`src/rtl/bcd_timer.sv`:
```
// rtl/bcd_timer.sv - keypad-set m:ss BCD countdown timer with SET/RUN/PAUSE control
// All outputs are registers; next values are computed in one combinational block.
module bcd_timer #(
  parameter int TICKS_PER_SEC = 50_000_000
) (
  input  logic       clk,
  input  logic       reset,
  input  logic       key_valid,
  input  logic [3:0] key_digit,
  input  logic       start,
  input  logic       stop,
  input  logic       clear,
  output logic [3:0] sec_ones,
  output logic [3:0] sec_tens,
  output logic [3:0] mins,
  output logic       running,
  output logic       done
);

  localparam int PW = $clog2(TICKS_PER_SEC);
  localparam logic [PW-1:0] PRESC_LAST = PW'(TICKS_PER_SEC - 1);

  typedef enum logic [1:0] {SET, RUN, PAUSE} state_t;

  state_t        state_q, state_d;
  logic [3:0]    ones_q, ones_d;
  logic [3:0]    tens_q, tens_d;
  logic [3:0]    mins_q, mins_d;
  logic [PW-1:0] presc_q, presc_d;
  logic          running_q, done_q, done_d;
  logic          time_zero, last_second;

  assign time_zero   = (mins_q == 4'd0) && (tens_q == 4'd0) && (ones_q == 4'd0);
  assign last_second = (mins_q == 4'd0) && (tens_q == 4'd0) && (ones_q == 4'd1);

  always_ff @(posedge clk or posedge reset) begin
    if (reset) begin
      state_q   <= SET;
      ones_q    <= 4'd0;
      tens_q    <= 4'd0;
      mins_q    <= 4'd0;
      presc_q   <= '0;
      running_q <= 1'b0;
      done_q    <= 1'b0;
    end else begin
      state_q   <= state_d;
      ones_q    <= ones_d;
      tens_q    <= tens_d;
      mins_q    <= mins_d;
      presc_q   <= presc_d;
      running_q <= (state_d == RUN);
      done_q    <= done_d;
    end
  end

  always_comb begin
    state_d = state_q;
    ones_d  = ones_q;
    tens_d  = tens_q;
    mins_d  = mins_q;
    presc_d = presc_q;
    done_d  = 1'b0;

    if (clear) begin
      state_d = SET;
      ones_d  = 4'd0;
      tens_d  = 4'd0;
      mins_d  = 4'd0;
      presc_d = '0;
    end else begin
      // A stop landing on the wrap cycle freezes the time without decrementing.
      if (state_q == RUN && !stop) begin
        if (presc_q == PRESC_LAST) begin
          presc_d = '0;
          if (ones_q != 4'd0) begin
            ones_d = ones_q - 4'd1;
          end else begin
            ones_d = 4'd9;
            if (tens_q != 4'd0) begin
              tens_d = tens_q - 4'd1;
            end else begin
              tens_d = 4'd5;
              mins_d = mins_q - 4'd1;
            end
          end
          if (last_second) begin
            state_d = SET;
            done_d  = 1'b1;
          end
        end else begin
          presc_d = presc_q + PW'(1);
        end
      end

      if (stop) begin
        if (state_q == RUN)        state_d = PAUSE;
        else if (state_q == PAUSE) state_d = SET;
      end else if (start) begin
        if (state_q != RUN && !time_zero) begin
          state_d = RUN;
          presc_d = '0;
        end
      end else if (key_valid && state_q == SET && key_digit <= 4'd9) begin
        mins_d = tens_q;
        tens_d = ones_q;
        ones_d = key_digit;
      end
    end
  end

  assign sec_ones = ones_q;
  assign sec_tens = tens_q;
  assign mins     = mins_q;
  assign running  = running_q;
  assign done     = done_q;

endmodule

```
`config.mk`:
```
export PLATFORM = sky130hd
export DESIGN_NAME = bcd_timer
export DESIGN_NICKNAME = d
export VERILOG_FILES = /design/src/rtl/bcd_timer.sv
export SDC_FILE = /design/constraint.sdc
export NUM_CORES = 1
export LEC_CHECK = 0
export BUFFER_PORTS_ARGS = -buffer_cell sky130_fd_sc_hd__buf_2
export CORE_MARGIN = 4
export CORE_UTILIZATION = 45
export DETAILED_ROUTE_END_ITERATION = 8
export GPL_TIMING_DRIVEN = 0
export SETUP_SLACK_MARGIN = 0.2
export SLEW_MARGIN = 20
export SYNTH_ARGS = -nofsm -noshare
export SYNTH_HDL_FRONTEND = slang
export SYNTH_SLANG_ARGS = --single-unit
```
`constraint.sdc`:
```
create_clock -name clk -period 2.85 [get_ports clk]
set_input_delay 0.57 -clock clk [delete_from_list [all_inputs] [get_ports clk]]
set_output_delay 0.57 -clock clk [all_outputs]
set_load 0.01 [all_outputs]
```
==> results.yml, run 1 <==
critical_path:
  cp-startpoint: "presc_q[8]"
  crit_slowest_cell: "nor4_1"
  crit_chain: "or4_1, nor4_1, or4b_1, nand2_1, a221oi_1"
  crit_path_max_fanout: 6
  r2r-end: "state_q[0]"
  regToRegSetupSlack_ns: 0.32
  slowest_delay_ns: 0.64
  start_kind: "flip-flop"
  r2r-start: "presc_q[8]"
  worstSetupEndpointType: "flip-flop"
  ff2ff_path_depth: 5
  required_ns: 2.99
  crit_arrival_ns: 2.67
  crit_type: "reg2reg"
synthesis:
  synth_top_family_by_area: "simple AND/OR/NAND/NOR gates"
  synthMuxAreaShare_pct: 1.66
  synth_fa_ha_area_share_pct: 3.03
  synth_cell_types: 46
  ys_ff_latch: 42
  synth_flop_cell: "dfrtp_1"
  syn_inst: 261
  yosys.area_share.xor_xnor_pct: 9.54
  synthesis.area_mm2: 0.00248
  avgSynthCellArea_um2: 9.50
  async_flop_share_pct: 100
  syn_nets: 277
  ys_warn_count: 0
  synth_compound_area_share_pct: 7.77
  ys_seq_area_share_pct: 42.4
  synthSimpleGateAreaFrac_pct: 32.3
  synth_edf_count: 0
grt:
  first_global_vias: 1977
  grt_overflow_total: 0
  track_usage_pct: 19.0
  grt_max_degree: 32
  antenna_found_initial: 0
  grt_pass1_wl_um: 9770
timing:
  slew_viol_final: 0
  slew_headroom_pct: 47.0
  min_period_ns: 2.53
  finClkSkew_ns: 0.0105
  max_freq_mhz: 395
  fin_crit_sh_pct: 88.8
  rsz0062_at_grt: "no"
  finalSetupTns_ns: 0
  worst_pin_slew_ns: 0.788
  final-setup-viol-count: 0
  hold_violations: 0
  hold_ws_ns: 0.205
clock_tree:
  cts_tree: "built"
  cts_buffer_depth: 2
  cts-root-buf: "clkbuf_8"
  cts_setup_buffers: 0
  cts_htree_levels: 2
  cts.sinks: 42
  cts.clk_slew.worst_paths_ns: 0.08
  numCtsBuffers: 5
  worstSkewPairLatency_ns: 0.29
pwr:
  p_per_area_mw_per_mm2: 403
  power_switching_share_pct: 26.2
  fin_total_pwr_mw: 1.12
  intPower_uw: 825
  clkPwrFrac_pct: 32.5
  power_frac_comb_pct: 12.1
  leakage_nw: 1.15
  switching_power_uw: 293
  irDropWorstVdd_v: 0.000252
  p_seq_share_pct: 55.4
worst_hold_path:
  holdCritPathClass: "in2async"
floorplanning:
  fp.dieArea_mm2: 0.00676
  die_w_um: 82.2
  pin_count: 24
  start_util_pct: 47.3
  rows: 26
  die_h_um: 82.2
  coreArea_mm2: 0.00524
route:
  wire_per_inst_um: 15.6
  drc: 0
  firstDrtPassIters: 4
  ant_nets: 0
  vias: 1984
  drt_iter0_markers: 144
  wirelength_um: 5630
  post_drt_via_cell_ratio: 5.51
place:
  portBuffers: 21
  gp_congestion: 0.797
  dp_hpwl_um: 4170
layout:
  area_growth_pct: 12.1
  final_common_cell: "nor2_1"
  layout_common_cells: "nor2_1, dfrtp_1, buf_2"
  n_antenna_cell: 0
  final_nets: 306
  num-fill-cells: 502
  final_layout_size_suffix_gt1_share_pct: 15.9
job:
  cap_violations: 0
run_status:
  status: "finished, final reports clean"
==> layout make-up <==
type	instances	area [µm²]	area share, %
Buffer	9	45.0	1.62
Clock buffer	7	76.3	2.75
Inverter	10	37.5	1.35
Multi-Input combinational cell	200	1360	48.8
Sequential cell	42	1050	37.8
Tap cell	70	87.6	3.15
Timing Repair Buffer	22	125	4.50
==> worst max-delay path by stage <==
| stage | endpoint | slack, ns | cells past startpoint |
|---|---|---|---|
| floorplan | presc_q[25] | 0.58 | 6 |
| global placement | sec_tens[0] | 0.21 | 6 |
| detailed placement | sec_tens[0] | 0.18 | 6 |
| CTS | presc_q[23] | 0.24 | 9 |
| global route | state_q[0] | 0.21 | 5 |
| finish | state_q[0] | 0.32 | 5 |
==> worst max-delay path, delay by kind of cell, from the launching register on <==
family             cells  cell delay, ns
and+or+nand+nor        4            1.87
DFF                    1            0.45
AOI/OAI and AO/OA      1            0.07
==> sequential cells by signal, summed over array words and instances, names as in the netlist <==
register	cells
running	1
mins	4
done	1
state_q	2
sec_ones	4
presc_q	26
sec_tens	4
==> logic make-up (layout without fill, tap and decap cells) <==
| kind of cell | after synthesis | after routing |
|---|---|---|
| mux | 4 | 4 |
| xor+xnor | 27 | 27 |
| fa+ha+maj | 6 | 6 |
| simple gates | 142 | 142 |
| flops | 42 | 42 |
| buf+inv | 19 | 48 |
| compound gates | 21 | 21 |
==> power groups by stage <==
stage | logic, mW | clock network (mW) | registers [mW]
2_1_floorplan | 0.0895 | 0 | 0.632
3_5_place_dp | 0.136 | 0 | 0.631
3_3_place_gp | 0.131 | 0 | 0.631
6_report | 0.135 | 0.364 | 0.620
4_1_cts | 0.136 | 0.380 | 0.619
5_1_grt | 0.152 | 0.402 | 0.622
==> through the flow <==
step                      utilization, %  worst slack (ns)  cells  area, µm²
after global placement              51.0             0.214    352       2670
final                               53.1             0.319    360       2780
after CTS                           52.9             0.242    360       2770
after global routing                53.1             0.211    360       2780
after detailed placement            51.4             0.184    353       2690
after floorplan                        -             0.581    261       2480
==> repair_timing <==
item	in CTS	in global routing
hold buffers	0	0
gates resized for setup	0	2
setup endpoints to repair	0	22
==> layer usage <==
layer | up-vias | global-route usage, % | wire length [µm]
met5 | - | 0 | 0
met2 | 30 | 28.3 | 2490
li1 | 994 | - | -
met4 | 0 | 5.32 | 67
met3 | 8 | 3.90 | 194
met1 | 952 | 27.6 | 2870
==> synthesized netlist by cell type, types with 4 or more instances <==
cell / n / share of area, %
a211oi_1: 5 / 1.5
inv_1: 10 / 1.5
nand3_1: 8 / 1.6
nor3_1: 14 / 2.8
nor4_1: 11 / 2.8
clkbuf_1: 4 / 0.61
nand4_1: 11 / 2.8
nand2_1: 20 / 3.0
xnor2_1: 17 / 6.0
dfrtp_1: 42 / 42
and4_1: 6 / 2.1
ha_1: 6 / 3.0
xor2_1: 10 / 3.5
nor2_1: 43 / 6.5
No activity file was read; power rests on OpenSTA's default activity.
==> run 2, diff against run 1 <==
--- a/config.mk
+++ b/config.mk
@@ -10,7 +10,9 @@
 export CORE_UTILIZATION = 45
 export DETAILED_ROUTE_END_ITERATION = 8
 export GPL_TIMING_DRIVEN = 0
+export PLACE_DENSITY_LB_ADDON = 0.2
 export SETUP_SLACK_MARGIN = 0.2
+export SKIP_LAST_GASP = 1
 export SLEW_MARGIN = 20
 export SYNTH_ARGS = -nofsm -noshare
 export SYNTH_HDL_FRONTEND = slang
==> run 2 against run 1 <==
Worst hold slack gained 0.034 ns. Largest power group unchanged. Maximum frequency rose by 2.5%. Largest cell class unchanged. Critical path type unchanged. Global-route usage rose by 0.15 points.
==> results.yml, run 2 (synthesized netlist as in run 1, its figures left out) <==
clock_tree:
  cts_htree_levels: 2
  cts_setup_buffers: 0
  cts.clk_slew.worst_paths_ns: 0.08
  numCtsBuffers: 5
  cts_tree: "built"
  cts_buffer_depth: 2
  cts.sinks: 42
  worstSkewPairLatency_ns: 0.30
  cts-root-buf: "clkbuf_8"
place:
  dp_hpwl_um: 4110
  post-place-ws_ns: 0.229
  portBuffers: 21
  place_area_mm2: 0.00269
  place_inst: 353
  gp_congestion: 0.787
floorplanning:
  coreArea_mm2: 0.00524
  die_h_um: 82.2
  pin_count: 24
  die_w_um: 82.2
  start_util_pct: 47.3
  fp.dieArea_mm2: 0.00676
  rows: 26
timing:
  finClkSkew_ns: 0.00822
  fin_crit_sh_pct: 86.6
  finalSetupTns_ns: 0
  worst_pin_slew_ns: 0.691
  slew_headroom_pct: 53.5
  max_freq_mhz: 405
  min_period_ns: 2.47
  slew_viol_final: 0
  hold_violations: 0
  rsz0062_at_grt: "no"
  final-setup-viol-count: 0
  fin_ws_ns: 0.381
route:
  wire_per_inst_um: 15.4
  vias: 2002
  drt_iter0_markers: 97
  ant_nets: 0
  post_drt_via_cell_ratio: 5.56
  drc: 0
  firstDrtPassIters: 4
  wirelength_um: 5560
layout:
  num-fill-cells: 476
  final_area_mm2: 0.00279
  final_layout_size_suffix_gt1_share_pct: 16.2
  largest-register: "presc_q"
  area_growth_pct: 12.3
  final_common_cell: "nor2_1"
  n_antenna_cell: 0
  largest_reg_flops: 26
  layout_common_cells: "nor2_1, dfrtp_1, buf_2"
  final_nets: 306
  finalNonFillerCells: 360
run_status:
  status: "finished, final reports clean"
critical_path:
  crit_arrival_ns: 2.66
  r2r-end: "sec_tens[0]"
  regToRegSetupSlack_ns: 0.38
  worstSetupEndpointType: "flip-flop"
  required_ns: 3.05
  crit_path_max_fanout: 10
  ff2ff_path_depth: 6
  start_kind: "flip-flop"
  r2r-start: "presc_q[8]"
  crit_type: "reg2reg"
  cp-startpoint: "presc_q[8]"
grt:
  grt_overflow_total: 0
  antenna_found_initial: 0
  grt_pass1_wl_um: 9880
  track_usage_pct: 19.1
  grt_max_degree: 27
  first_global_vias: 2046
pwr:
  leakage_nw: 1.15
  fin_total_pwr_mw: 1.13
  p_per_area_mw_per_mm2: 404
  irDropWorstVdd_v: 0.000248
job:
  cap_violations: 0
worst_hold_path:
  holdCritPathClass: "in2async"
-- run 2: power breakdown --
part | total [mW] | switching, mW | internal [mW]
registers | 0.620 | 0.0144 | 0.606
logic | 0.135 | 0.0838 | 0.0508
clock network | 0.371 | 0.202 | 0.169
total | 1.13 | 0.301 | 0.825
-- run 2: timing repair --
item,4_1_cts,5_1_grt
resized for setup,1,2
hold buffers,0,0
endpoints found under the setup margin,1,26
gates cloned,0,0
-- run 2: worst max-delay path by stage --
stage             endpoint  slack [ns]  cells past startpoint
2_1_floorplan  presc_q[25]        0.58                      6
3_3_place_gp   presc_q[20]        0.25                      9
3_5_place_dp   presc_q[24]        0.23                      9
4_1_cts        presc_q[11]        0.26                      9
5_1_grt        presc_q[11]        0.23                      9
6_report       sec_tens[0]        0.38                      6
-- run 2: worst max-delay path, stage by stage, from the launching register on --
cell and delay (ns):
dfrtp_1 0.45, or4b_1 0.55, or4_4 0.50, nor4_4 0.24, buf_6 0.20, a211oi_2 0.09, a2111oi_4 0.34
-- run 2: layout make-up --
type / count / area, µm² / share of cell area, %
inverter: 10 / 37.5 / 1.35
clock buffer: 7 / 76.3 / 2.74
buffer: 9 / 45.0 / 1.62
timing repair buffer: 22 / 125 / 4.49
tap: 70 / 87.6 / 3.14
multi-input combinational: 200 / 1360 / 48.9
sequential: 42 / 1050 / 37.7
-- run 2: metrics by stage --
step / utilization, % / hold WS, ns
2_1_floorplan: - / 0.518
3_3_place_gp: 51.0 / 0.545
3_5_place_dp: 51.4 / 0.549
4_1_cts: 53.0 / 0.249
5_1_grt: 53.2 / 0.276
6_report: 53.2 / 0.239
-- run 2: metal layers --
| metal | vias to the layer above | global-route usage, % | share of wire, % |
|---|---|---|---|
| met2 | 33 | 28.9 | 45 |
| met3 | 11 | 3.47 | 3.6 |
| met5 | - | 0 | 0 |
| li1 | 1004 | - | - |
| met1 | 954 | 26.7 | 50 |
| met4 | 0 | 8.14 | 1.8 |
==> run 3, diff against run 2 <==
--- a/config.mk
+++ b/config.mk
@@ -8,12 +8,12 @@
 export BUFFER_PORTS_ARGS = -buffer_cell sky130_fd_sc_hd__buf_2
 export CORE_MARGIN = 4
 export CORE_UTILIZATION = 45
+export CTS_BUF_LIST = sky130_fd_sc_hd__clkbuf_16
 export DETAILED_ROUTE_END_ITERATION = 8
 export GPL_TIMING_DRIVEN = 0
 export PLACE_DENSITY_LB_ADDON = 0.2
 export SETUP_SLACK_MARGIN = 0.2
 export SKIP_LAST_GASP = 1
-export SLEW_MARGIN = 20
 export SYNTH_ARGS = -nofsm -noshare
 export SYNTH_HDL_FRONTEND = slang
 export SYNTH_SLANG_ARGS = --single-unit
==> run 3 against run 2 <==
Power increased by 14%. Sequential share of layout area decreased by 0.70 points. Sequential cell count unchanged. Final cell count decreased by 0.28%. Combinational power about the same. Design area increased by 1.9%. Clock power increased by 43%. Global-route usage about the same. Core utilization increased by 1.0 points. Die area unchanged.
==> results.yml, run 3 (synthesized netlist as in run 1, its figures left out) <==
run_status:
  status: "finished, final reports clean"
critical_path:
  crit_chain: "or4b_1, or4_4, nor4_4, or2_1, buf_2, buf_2, nor2_1"
  worstSetupEndpointType: "flip-flop"
  required_ns: 3.01
  crit_path_max_fanout: 10
  r2r-end: "presc_q[5]"
  ff2ff_path_depth: 7
  crit_type: "reg2reg"
  start_kind: "flip-flop"
  regToRegSetupSlack_ns: 0.39
  crit_slowest_cell: "or4b_1"
  slowest_delay_ns: 0.55
  crit_top_cell: "buf_2"
  crit_arrival_ns: 2.62
  r2r-start: "presc_q[8]"
clock_tree:
  worstSkewPairLatency_ns: 0.28
  cts.sinks: 42
  numCtsBuffers: 5
  cts-root-buf: "clkbuf_16"
  hold_buffers: 0
  cts_resized: 1
  cts_buffer_depth: 2
  cts_setup_buffers: 0
  cts_tree: "built"
  cts_htree_levels: 2
  cts.clk_slew.worst_paths_ns: 0.06
worst_hold_path:
  holdCritPathClass: "in2async"
floorplanning:
  pin_count: 24
  coreArea_mm2: 0.00524
  start_util_pct: 47.3
  die_h_um: 82.2
  die_w_um: 82.2
  rows: 26
  fp.dieArea_mm2: 0.00676
grt:
  track_usage_pct: 19.1
  first_global_vias: 1978
  grt_overflow_total: 0
  grt_max_degree: 43
  grt_pass1_wl_um: 9830
  antenna_found_initial: 0
route:
  drt_iter0_markers: 102
  drc: 0
  firstDrtPassIters: 4
  wirelength_um: 5530
  ant_nets: 0
  wire_per_inst_um: 15.4
  vias: 1993
  post_drt_via_cell_ratio: 5.55
layout:
  final_layout_size_suffix_gt1_share_pct: 16.3
  seqCellArea_mm2: 0.00105
  final_area_mm2: 0.00284
  area_growth_pct: 14.4
  final_nets: 306
  layout_common_cells: "nor2_1, dfrtp_1, buf_2"
  num-fill-cells: 472
  multi_input_area_mm2: 0.00136
  n_antenna_cell: 0
  final_common_cell: "nor2_1"
  largest_reg_flops: 26
  largest-register: "presc_q"
place:
  place_area_mm2: 0.00269
  dp_hpwl_um: 4020
  portBuffers: 21
  gp_congestion: 0.787
pwr:
  p_per_area_mw_per_mm2: 453
  irDropWorstVdd_v: 0.000258
  leakage_nw: 1.18
timing:
  slew_headroom_pct: 54.2
  max_freq_mhz: 407
  worst_pin_slew_ns: 0.680
  rsz0062_at_grt: "no"
  finClkSkew_ns: 0.00415
  slew_viol_final: 0
  fin_crit_sh_pct: 86.2
  final-setup-viol-count: 0
  hold_violations: 0
  finalSetupTns_ns: 0
  min_period_ns: 2.46
job:
  cap_violations: 0
run 3: worst max path at each step:
stage	cells past startpoint	slack, ns	to	start
6_report	7	0.39	presc_q[5]	presc_q[8]
5_1_grt	9	0.23	presc_q[11]	sec_ones[0]
4_1_cts	9	0.23	presc_q[24]	sec_ones[0]
3_5_place_dp	9	0.21	presc_q[24]	sec_ones[0]
3_3_place_gp	9	0.25	presc_q[20]	sec_ones[0]
2_1_floorplan	6	0.58	presc_q[25]	stop
run 3: area by class of cell:
| type | count | share of cell area, % |
|---|---|---|
| plain buffers | 9 | 1.59 |
| flip-flops and latches | 42 | 37.0 |
| clock inverters | 1 | 0.132 |
| inverters | 10 | 1.32 |
| repair buffers | 22 | 4.41 |
| clock buffers | 5 | 4.41 |
| multi-input cells | 200 | 48.0 |
| well taps | 70 | 3.09 |
run 3: layer usage:
metal	part of all wire [%]	track usage [%]	routed length (µm)	up-vias
met2	44	27.6	2420	40
met4	1.4	7.81	78	0
met3	4.0	3.58	220	6
li1	-	-	-	1002
met5	0	0	0	-
met1	51	27.9	2810	945
run 3: metrics by stage:
stage	std cells	util (%)	setup WS [ns]	power (mW)	hold WS, ns
floorplan	261	-	0.581	0.721	0.518
global placement	352	51.0	0.253	0.760	0.545
detailed placement	353	51.4	0.210	0.766	0.559
CTS	359	54.0	0.227	1.30	0.314
global route	359	54.2	0.233	1.35	0.328
finish	359	54.2	0.394	1.29	0.301
run 3: critical path: cells and delay by family (launching register included):
family / cells / cell delay [ns]
simple gates: 5 / 1.51
buf+inv: 2 / 0.39
flops: 1 / 0.43
run 3: power by group:
part	internal, mW	switching, mW	total (mW)
clock network	0.312	0.218	0.530
logic	0.0511	0.0833	0.134
registers	0.607	0.0146	0.621
